==> src/rtl/tx_buffer_sequencer.sv <==
// Drains one buffered packet into the USB TX byte encoder over a valid/ready handshake.
// Optional stall watchdog in SEND is built only when TX_WATCHDOG_EN is defined.
module tx_buffer_sequencer #(
    parameter int MAX_PKT_BYTES  = 64,
    parameter int OCC_WIDTH      = 7,
    parameter int TIMEOUT_CYCLES = 255
) (
    input  logic                 clk,
    input  logic                 rst,
    input  logic                 start_tx,
    input  logic                 abort,
    input  logic [OCC_WIDTH-1:0] buffer_occupancy,
    input  logic [7:0]           tx_packet_data,
    output logic                 get_tx_packet_data,
    output logic                 clear,
    output logic [7:0]           byte_out,
    output logic                 byte_valid,
    input  logic                 byte_ready,
    output logic                 tx_busy,
    output logic                 tx_done,
    output logic                 tx_error,
    output logic [OCC_WIDTH-1:0] sent_count
);

    typedef enum logic [2:0] {
        IDLE,
        FETCH,
        CAPTURE,
        SEND,
        DONE,
        FLUSH
    } state_t;

    localparam logic [OCC_WIDTH-1:0] MAX_LEN = OCC_WIDTH'(MAX_PKT_BYTES);

    state_t               state;
    state_t               state_next;
    logic [OCC_WIDTH-1:0] remaining;
    logic                 len_error;
    logic                 accept_start;
    logic                 wd_error;

    assign len_error    = (state == IDLE) && start_tx && (buffer_occupancy > MAX_LEN);
    assign accept_start = (state == IDLE) && start_tx && (buffer_occupancy <= MAX_LEN);

`ifdef TX_WATCHDOG_EN
    localparam int STALL_W = $clog2(TIMEOUT_CYCLES + 1);

    logic [STALL_W-1:0] stall_count;

    // The counter sits at zero outside SEND, so every entry into SEND starts a fresh stall window.
    always_ff @(posedge clk or posedge rst) begin
        if (rst) begin
            stall_count <= '0;
        end else if (state != SEND) begin
            stall_count <= '0;
        end else if (!byte_ready) begin
            stall_count <= stall_count + 1'b1;
        end
    end

    assign wd_error = (state == SEND) && !abort && !byte_ready &&
                      (stall_count == STALL_W'(TIMEOUT_CYCLES - 1));
`else
    assign wd_error = 1'b0;
`endif

    assign tx_error = (len_error || wd_error) && !rst;

    always_comb begin
        state_next = state;
        case (state)
            IDLE: begin
                if (start_tx) begin
                    if (buffer_occupancy > MAX_LEN) begin
                        state_next = FLUSH;
                    end else if (buffer_occupancy == '0) begin
                        state_next = DONE;
                    end else begin
                        state_next = FETCH;
                    end
                end
            end
            FETCH:   state_next = abort ? FLUSH : CAPTURE;
            CAPTURE: state_next = abort ? FLUSH : SEND;
            SEND: begin
                // Abort outranks a simultaneous handshake so a byte is never counted while flushing.
                if (abort) begin
                    state_next = FLUSH;
                end else if (byte_ready) begin
                    state_next = (remaining == '0) ? DONE : FETCH;
                end else if (wd_error) begin
                    state_next = FLUSH;
                end
            end
            DONE:    state_next = IDLE;
            FLUSH:   state_next = IDLE;
            default: state_next = IDLE;
        endcase
    end

    // Outputs are registered from the next state so they line up with the state they describe.
    always_ff @(posedge clk or posedge rst) begin
        if (rst) begin
            state              <= IDLE;
            get_tx_packet_data <= 1'b0;
            clear              <= 1'b0;
            byte_valid         <= 1'b0;
            tx_busy            <= 1'b0;
            tx_done            <= 1'b0;
        end else begin
            state              <= state_next;
            get_tx_packet_data <= (state_next == FETCH);
            clear              <= (state_next == FLUSH);
            byte_valid         <= (state_next == SEND);
            tx_busy            <= (state_next != IDLE);
            tx_done            <= (state_next == DONE);
        end
    end

    always_ff @(posedge clk or posedge rst) begin
        if (rst) begin
            remaining  <= '0;
            sent_count <= '0;
            byte_out   <= '0;
        end else begin
            if (accept_start) begin
                remaining  <= buffer_occupancy;
                sent_count <= '0;
            end
            if ((state == CAPTURE) && !abort) begin
                byte_out  <= tx_packet_data;
                remaining <= remaining - 1'b1;
            end
            if ((state == SEND) && byte_ready && !abort) begin
                sent_count <= sent_count + 1'b1;
            end
        end
    end

endmodule

==> config.mk <==
export PLATFORM = sky130hd
export DESIGN_NAME = tx_buffer_sequencer
export DESIGN_NICKNAME = d
export VERILOG_FILES = /design/src/rtl/tx_buffer_sequencer.sv
export SDC_FILE = /design/constraint.sdc
export NUM_CORES = 1
export LEC_CHECK = 0
export BUFFER_PORTS_ARGS = -buffer_cell sky130_fd_sc_hd__buf_2
export CAP_MARGIN = 0
export CORE_MARGIN = 3
export CORE_UTILIZATION = 52
export DETAILED_ROUTE_END_ITERATION = 10
export PLACE_DENSITY = 0.84
export SYNTH_ARGS = -nofsm -noshare
export SYNTH_HDL_FRONTEND = slang
export SYNTH_SLANG_ARGS = --single-unit
==> constraint.sdc <==
create_clock -name clk -period 2.2 [get_ports clk]
set_input_delay 0.22 -clock clk [delete_from_list [all_inputs] [get_ports clk]]
set_output_delay 0.22 -clock clk [all_outputs]
set_load 0.02 [all_outputs]
## Yosys cells after proc, flatten, opt, wreduce, memory -nomap -nowiden

Cells that the tools add are included.

- Add/subtract/negate cells: 2
- Order comparisons: 2
- Equality and inequality tests: 7
- Multiplexer cells: 13
- Reduce and logical (&&, ||, !) cells: 15

Operators with widths:

| kind | number |
|---|---|
| 7-bit 2-to-1 mux | 4 |
| 3-bit 2-to-1 mux | 8 |
| 7-bit logical NOT | 2 |
| 3-bit one-hot mux with 4 select lines | 1 |
| 3-bit by 2-bit equality test with 1-bit output (second input constant) | 3 |
| 7-bit by 1-bit adder with 7-bit output (second input constant) | 1 |
| 7-bit > comparator (second input constant) | 1 |
| 7-bit less-or-equal comparator (second input constant) | 1 |
| 1-bit logical AND | 7 |
| 7-bit by 1-bit subtractor with 7-bit output (second input constant) | 1 |
| 3-bit by 1-bit equality test with 1-bit output (second input constant) | 2 |
| 3-bit equality test (second input constant) | 2 |
| 2-bit nonzero test | 2 |
| 3-bit logical NOT | 1 |
| 3-bit nonzero test | 1 |
| 1-bit logical NOT | 2 |

- Register bits: 30
- Input port bits: 20
- Output and inout port bits: 21
- Logic and storage cells: 48

## Logic depth before layout (Yosys ltp)

Gate-level depths: netlist (run 1).

- Depth in word-level cells: 6
- Gate-level depth with buffers: 6
- Depth with buffers taken out: 6

## Worst setup path before layout (run 1)

OpenSTA, ideal clock, no wires.

- Kind: register -> output
- Start: register state[0]
- End: output tx_error
- Arrival time: 1.747 ns
- Path slack: 0.233 ns
- Stages on the path, launching flop included: 5
- Buffers on the path: 2
- Path through: dfrtp_1 buf_2 or4b_1 clkbuf_1 nor3_1

- Longest elaborated chain between the ends: 4

RTL lines:

| what | line | text |
|---|---|---|
| start: declaration | 36 | `state_t state;` |
| start signal: assignment | 112 | `state <= state_next;` |
| 3-bit logical NOT | 43 | `assign len_error = (state == IDLE) && start_tx && (buffer_occupancy > MAX_LEN);` |
| 1-bit logical AND (2 in a row) | 43 |  |
| 1-bit logical AND | 68 | `assign tx_error = (len_error \|\| wd_error) && !rst;` |
| end: declaration | 21 | `output logic tx_error,` |

Every way passes these cells.

## Worst setup path after layout (run 1)

- Start: register state[1]
- End: output tx_error

Same word-level chain as after synthesis.

==> results of run 1 <==
synth_stat cells, types with 2 or more instances:
library cell	n	share of area
ha_1	2	0.016
o211a_1	2	0.013
nand2_1	39	0.094
o21ai_0	12	0.038
nor4_1	2	0.0080
and2_1	2	0.0080
buf_2	4	0.013
inv_1	6	0.014
o311a_1	2	0.013
or3_1	3	0.012
o22ai_1	3	0.012
a21oi_1	2	0.0064
o211ai_1	3	0.014
dfrtp_1	30	0.48
nor2_1	6	0.014
o31a_1	2	0.011
nand3_1	5	0.016
nor3_1	5	0.016
clkbuf_1	5	0.012
a31oi_1	2	0.0080
nor2b_1	3	0.012
or4_1	3	0.014
final cells by class:
| class | count | area, um^2 |
|---|---|---|
| clock inverters | 1 | 5.005 |
| flip-flops and latches | 30 | 753.2 |
| well taps | 31 | 38.79 |
| inverters | 6 | 22.52 |
| clock buffers | 7 | 55.05 |
| repair buffers | 50 | 277.8 |
| multi-input cells | 127 | 755.7 |
| fillers | 231 | 897.1 |
metal layers:
layer  global-route usage  vias to the layer above  part of all wire
li1                     -                      717                 -
met1               0.2755                      733              0.39
met2               0.3771                       73              0.52
met3              0.07660                        6             0.078
met4              0.08050                        0            0.0099
met5                    0                        -                 0
state kept, by name, summed over array words and instances, names as in the netlist:
name and flops:
byte_out 8, byte_valid 1, clear 1, get_tx_packet_data 1, remaining 7, sent_count 7, state 3, tx_busy 1
tx_done 1
worst paths after layout:
path / start / end / slack (ps) / cells past startpoint
worst max-delay path: state[1]$_DFF_PP0_ / tx_error / 100 / 4
worst min-delay path: tx_packet_data[2] / byte_out[2]$_DFFE_PP0N_ / 70 / 3
worst max register to register: remaining[3]$_DFFE_PP0P_ / get_tx_packet_data$_DFF_PP0_ / 200 / 5
worst min register to register: byte_out[2]$_DFFE_PP0N_ / byte_out[2]$_DFFE_PP0N_ / 480 / 2
max in group asynchronous: rst / state[2]$_DFF_PP0_ / 1390 / 4
min in group asynchronous: rst / remaining[0]$_DFFE_PP0P_ / 520 / 4
power by group through the flow:
stage / logic [mW] / clock network (mW) / registers (mW)
2_1_floorplan: 0.520 / 0 / 0.999
3_3_place_gp: 0.865 / 0 / 0.897
3_5_place_dp: 0.905 / 0 / 0.918
4_1_cts: 0.907 / 0.349 / 0.910
5_1_grt: 1.04 / 0.375 / 0.942
6_report: 0.947 / 0.345 / 0.915
through the flow:
stage	util	hold slack, ps	cell area [um^2]	power, mW	setup WS, ps
detailed placement	0.6472	340.4	1815	1.823	147.5
CTS	0.6722	70.11	1886	2.166	9.452
floorplan	-	292.0	1563	1.519	232.9
global route	0.6802	71.62	1908	2.359	13.02
finish	0.6802	72.40	1908	2.206	97.65
global placement	0.6472	317.6	1815	1.762	269.2
critical path, cell delays in order, from the launching register on:
cell     delay (ps)
dfrtp_2         450
or4b_1          560
buf_4           200
nor3_2          150
buf_2           190
repair_timing:
action | CTS | global route
buffers inserted | 0 | 2
hold buffers | 1 | 0
endpoints found under the hold margin | 30 | 0
resized for setup | 0 | 3
endpoints found under the setup margin | 0 | 4
cells by family after synthesis:
family / after synthesis / share of synthesized area
flip-flops: 30 / 0.4804
AO/OA/AOI/OAI: 41 / 0.1850
AND/OR/NAND/NOR: 83 / 0.2738
XOR/XNOR: 1 / 0.005606
adder cells (fa/ha/maj): 2 / 0.01601
buffers and inverters: 15 / 0.03923
==> run summary, run 1 <==
Fin crit share: 0.9556
Total GRT Usage: 0.2272
Largest net degree at the start of global routing: 31
Worst Hold Class: primary input to flip-flop
Mapped cell area: 1563 um^2
Final setup violation count: 0
Hpwl dp: 2788 um
P_int: 1.297 mW
Setup_tns: 0 ps
Commonest non-fill, non-tap cell in the layout: buf_2
Status: complete, no violations
VDD IR max: 0.8229 mV
Top_reg_cell synth: dfrtp_1
Via density: 6.067
Maxcap violations: 0
Antenna-violating nets left: 0
Clock power share: 0.156
Worst-path maximum fanout: 10
Starting Density: 0.5571
Avg Synthesized Cell Area: 9.086 um^2
Chip width: 60.82 um
CP endpoint kind: output port
Clk sinks: 30
Synthesized instance count: 172
Required @ worst endpoint: 1980 ps
Non-filler cells, final: 252
Sw Ratio: 0.4124
Pre-antenna DRT Iters: 5
Ratio of cells with drive above 1 in the final layout: 0.2941
RSZ-0062 raised after global routing: no
Area Growth Syn to Fin: 22.10%
Max-slew violations: 0
Clock root buffer: clkbuf_4
CP Data Arrival Time: 1880 ps
Global route total overflow: 0
EDFF count, synth: 0
Worst Max-Slew Pin Slew: 514.0 ps
Final net count: 242
First-pass GRT wire length: 6120 um
Initial antenna violation count: 0
Leakage Power: 0.9381 nW
Synth cell types: 51
Post-route DRC: 0
P_sw: 0.9099 mW
# IOs: 41
Vias in the first global route: 1,388
Routed vias: 1,529
Final GP Congestion: 0.9442
Die height: 60.82 um
# rows: 19
Syn Nets: 194
Diodes inserted: 0
Slew headroom: 0.6547
Routed len/inst: 15.17 um
Worst Clk Skew: 8.042 ps
Placed cells: 241
CTS tree: yes
Syn. warnings: 0
Htree depth: 2
Ys async rst share: 1.000
Logic pwr share: 0.429
Clock buffers created by TritonCTS: 5
PortBufs: 40
Final Hold Vio Count: 0
Clock buffer depth: 2
Reg clk slew, reported paths: 90 ps
Critical path class: flip-flop to output port
Achievable clock frequency: 0.4757 GHz
WL final: 3824 um
PD cells: 1156 nW/um^2
Die area: 3699 um^2
Final min period: 2102 ps
Clk Latency, worst-skew pair: 330 ps
Power share of the sequential group: 0.415
Core Region: 2805 um^2
Most frequent cells in the layout: buf_2, nand2_1, dfrtp_1, o21ai_0, buf_4
Worst Setup Start Kind: flip-flop
Sequential cell area fraction in the yosys report: 0.4804
1st-iter DRT viols: 69
#FFs+latches synth: 30
(Power assumes the default switching activity.)
==> run 2, diff against run 1 <==
--- a/config.mk
+++ b/config.mk
@@ -7,8 +7,10 @@
 export LEC_CHECK = 0
 export BUFFER_PORTS_ARGS = -buffer_cell sky130_fd_sc_hd__buf_2
 export CAP_MARGIN = 0
+export CELL_PAD_IN_SITES_DETAIL_PLACEMENT = 0
+export CELL_PAD_IN_SITES_GLOBAL_PLACEMENT = 2
 export CORE_MARGIN = 3
-export CORE_UTILIZATION = 52
+export CORE_UTILIZATION = 31
 export DETAILED_ROUTE_END_ITERATION = 10
 export PLACE_DENSITY = 0.84
 export SYNTH_ARGS = -nofsm -noshare
==> run 2 against run 1 <==
Effect of this change: sequential power decreased by 1%; critical path depth unchanged; die area increased by 60%; clock skew decreased by 2.1 ps; wire length decreased by 0.29%; worst setup slack improved by 6.6 ps; utilization decreased by 28 points; clock power increased by 19%; sequential share of layout area decreased by 0.68 points; via count decreased by 7.7%; hold slack got worse by 50 ps; non-clock buffer count decreased by 3; largest cell class is now flip-flops and latches.
==> run summary, run 2 (same netlist as run 1, synthesis figures left out) <==
Status: complete, no violations
Required @ worst endpoint: 1980 ps (about the same)
RSZ-0062 raised after global routing: no
Initial antenna violation count: 0 (unchanged)
Setup_tns: 0 ps (unchanged)
Clock buffers created by TritonCTS: 5 (unchanged)
FF-to-FF setup slack: 210 ps (about the same)
# IOs: 41 (unchanged)
CP endpoint kind: output port
Clk sinks: 30 (unchanged)
CTS tree: yes
Ratio of cells with drive above 1 in the final layout: 0.2719 (-0.02223)
Leakage Power: 0.9280 nW (-1.1%)
Clk Latency, worst-skew pair: 280 ps (-50 ps)
Non-filler cells, final: 284 (+13%)
Final Hold Vio Count: 0 (unchanged)
Slew headroom: 0.6971 (+0.04243)
Final min period: 2096 ps (-6.607 ps)
Launching point of the worst reg2reg path: remaining[3]$_DFFE_PP0P_
Registers with the most flip-flops: byte_out (8), remaining (7), sent_count (7)
CP max-delay cell: or4b_1
Biggest register: byte_out
R2R Path End: get_tx_packet_data$_DFF_PP0_
Register Area: 752.0 um^2 (-0.17%)
Most frequent cells in the layout: buf_2, nand2_1, dfrtp_1, o21ai_0, buf_4
Largest net degree at the start of global routing: 31 (unchanged)
Buf+Inv Stages, Crit Path: 2 (unchanged)
Largest stage delay, worst path: 590 ps (+30 ps)
Commonest non-fill, non-tap cell in the layout: buf_2
Post-DP Area: 1861 um^2 (+2.5%)
1st-iter DRT viols: 130 (+88%)
Setup repair bufs after CTS: 0 (unchanged)
First-pass GRT wire length: 6651 um (+8.7%)
Worst Clk Skew: 5.983 ps (-2.059 ps)
Hold slack: 22.81 ps (-49.59 ps)
Multi-input gate area: 750.7 um^2 (-0.66%)
Routed len/inst: 13.43 um (-12%)
Diodes inserted: 0 (unchanged)
Core Region: 4786 um^2 (+71%)
Area Growth Syn to Fin: 24.02%
Final setup violation count: 0 (unchanged)
CP Data Arrival Time: 1880 ps (about the same)
# fillers: 492 (+110%)
Worst Hold Class: primary input to async pin
Final GP Congestion: 0.8030 (-15%)
Pre-antenna DRT Iters: 4 (-1)
Htree depth: 2 (unchanged)
Final net count: 239 (-1.2%)
Die height: 77 um (+27%)
Chip width: 77 um (+27%)
Vias in the first global route: 1,397 (+0.65%)
Routed vias: 1,412 (-7.7%)
Placed cells: 277 (+15%)
Max reg flops: 8 (unchanged)
Total GRT Usage: 0.1413 (-0.08597)
Hpwl dp: 2803 um (+0.54%)
Global route total overflow: 0 (unchanged)
PortBufs: 40 (unchanged)
Via density: 4.972 (-18%)
Worst Max-Slew Pin Slew: 454.4 ps (-59.69 ps)
Die area: 5929 um^2 (+60%)
Post-route DRC: 0 (unchanged)
VDD IR max: 0.5037 mV (-39%)
Max-slew violations: 0 (unchanged)
Critical path class: flip-flop to output port
# rows: 25 (+6)
Starting Density: 0.3265 (-0.2306)
Crit. path cell count: 4 (unchanged)
Maxcap violations: 0 (unchanged)
Final instance area: 1938 um^2 (+1.6%)
Worst Setup Start Kind: flip-flop
Achievable clock frequency: 0.4772 GHz (+0.32%)
Clock buffer depth: 2 (unchanged)
Reg2reg path depth: 4 (-1)
Fin crit share: 0.9526 (-0.003003)
Reg clk slew, reported paths: 60 ps (-30 ps)
Top Family by Delay on Critical Path: simple AND/OR/NAND/NOR gates
WL final: 3813 um (-0.29%)
Antenna-violating nets left: 0 (unchanged)
Utilization after layout: 0.4050 (-0.2752)
PD cells: 1145 nW/um^2 (-1.0%)
Worst-path maximum fanout: 10 (unchanged)
Critical Path, Cell by Cell: or4b_1 -> buf_4 -> nor3_1 -> buf_2
Clock root buffer: clkbuf_8
[run 2: changes by cell type in the layout (fill, tap and decap cells not counted), sizes merged]
cell,previous run,this run
buf,49,47
clkinv,1,0
dlygate4sd3,1,0
[run 2: area by class of cell]
cell class	count	area share
Timing Repair Buffer	47	0.1304
Sequential cell	30	0.3880
Clock buffer	7	0.03938
Inverter	6	0.01162
Multi-Input combinational cell	127	0.3873
Tap cell	67	0.04325
[run 2: how the worst max path moves through the flow]
| stage | to | slack (ps) | startpoint |
|---|---|---|---|
| after floorplan | tx_error | 230 | state[0]$_DFF_PP0_ |
| after global placement | get_tx_packet_data$_DFF_PP0_ | 250 | buffer_occupancy[0] |
| after detailed placement | get_tx_packet_data$_DFF_PP0_ | 230 | buffer_occupancy[0] |
| after CTS | tx_error | 60 | state[1]$_DFF_PP0_ |
| after global routing | tx_error | 9 | state[1]$_DFF_PP0_ |
| final | tx_error | 100 | state[1]$_DFF_PP0_ |
[run 2: power breakdown]
group          internal (mW)  total (mW)  switching, mW
combinational          0.366       0.905          0.539
sequential             0.750       0.904          0.153
clock                  0.217       0.410          0.192
[run 2: repair_timing]
item	CTS	global route
endpoints found under the setup margin	0	1
resized for setup	0	1
hold buffers	0	0
[run 2: metal layers]
layer | track usage | part of all wire | vias to the layer above
li1 | - | - | 710
met1 | 0.1979 | 0.50 | 659
met2 | 0.2082 | 0.43 | 36
met3 | 0.03404 | 0.051 | 7
met4 | 0.05872 | 0.018 | 0
met5 | 0 | 0 | -
[run 2: metrics by stage]
stage               worst slack [ps]  power [mW]
global placement               250.0       1.815
detailed placement             230.6       1.824
CTS                            64.46       2.248
global route                   8.926       2.407
floorplan                      232.9       1.519
finish                         104.3       2.219
[run 2: worst reg2reg max path: stages, from the launching register on]
cell,delay (ps)
dfrtp_1,450
or4_1,540
or2_0,260
a222oi_1,490
nor3b_1,110
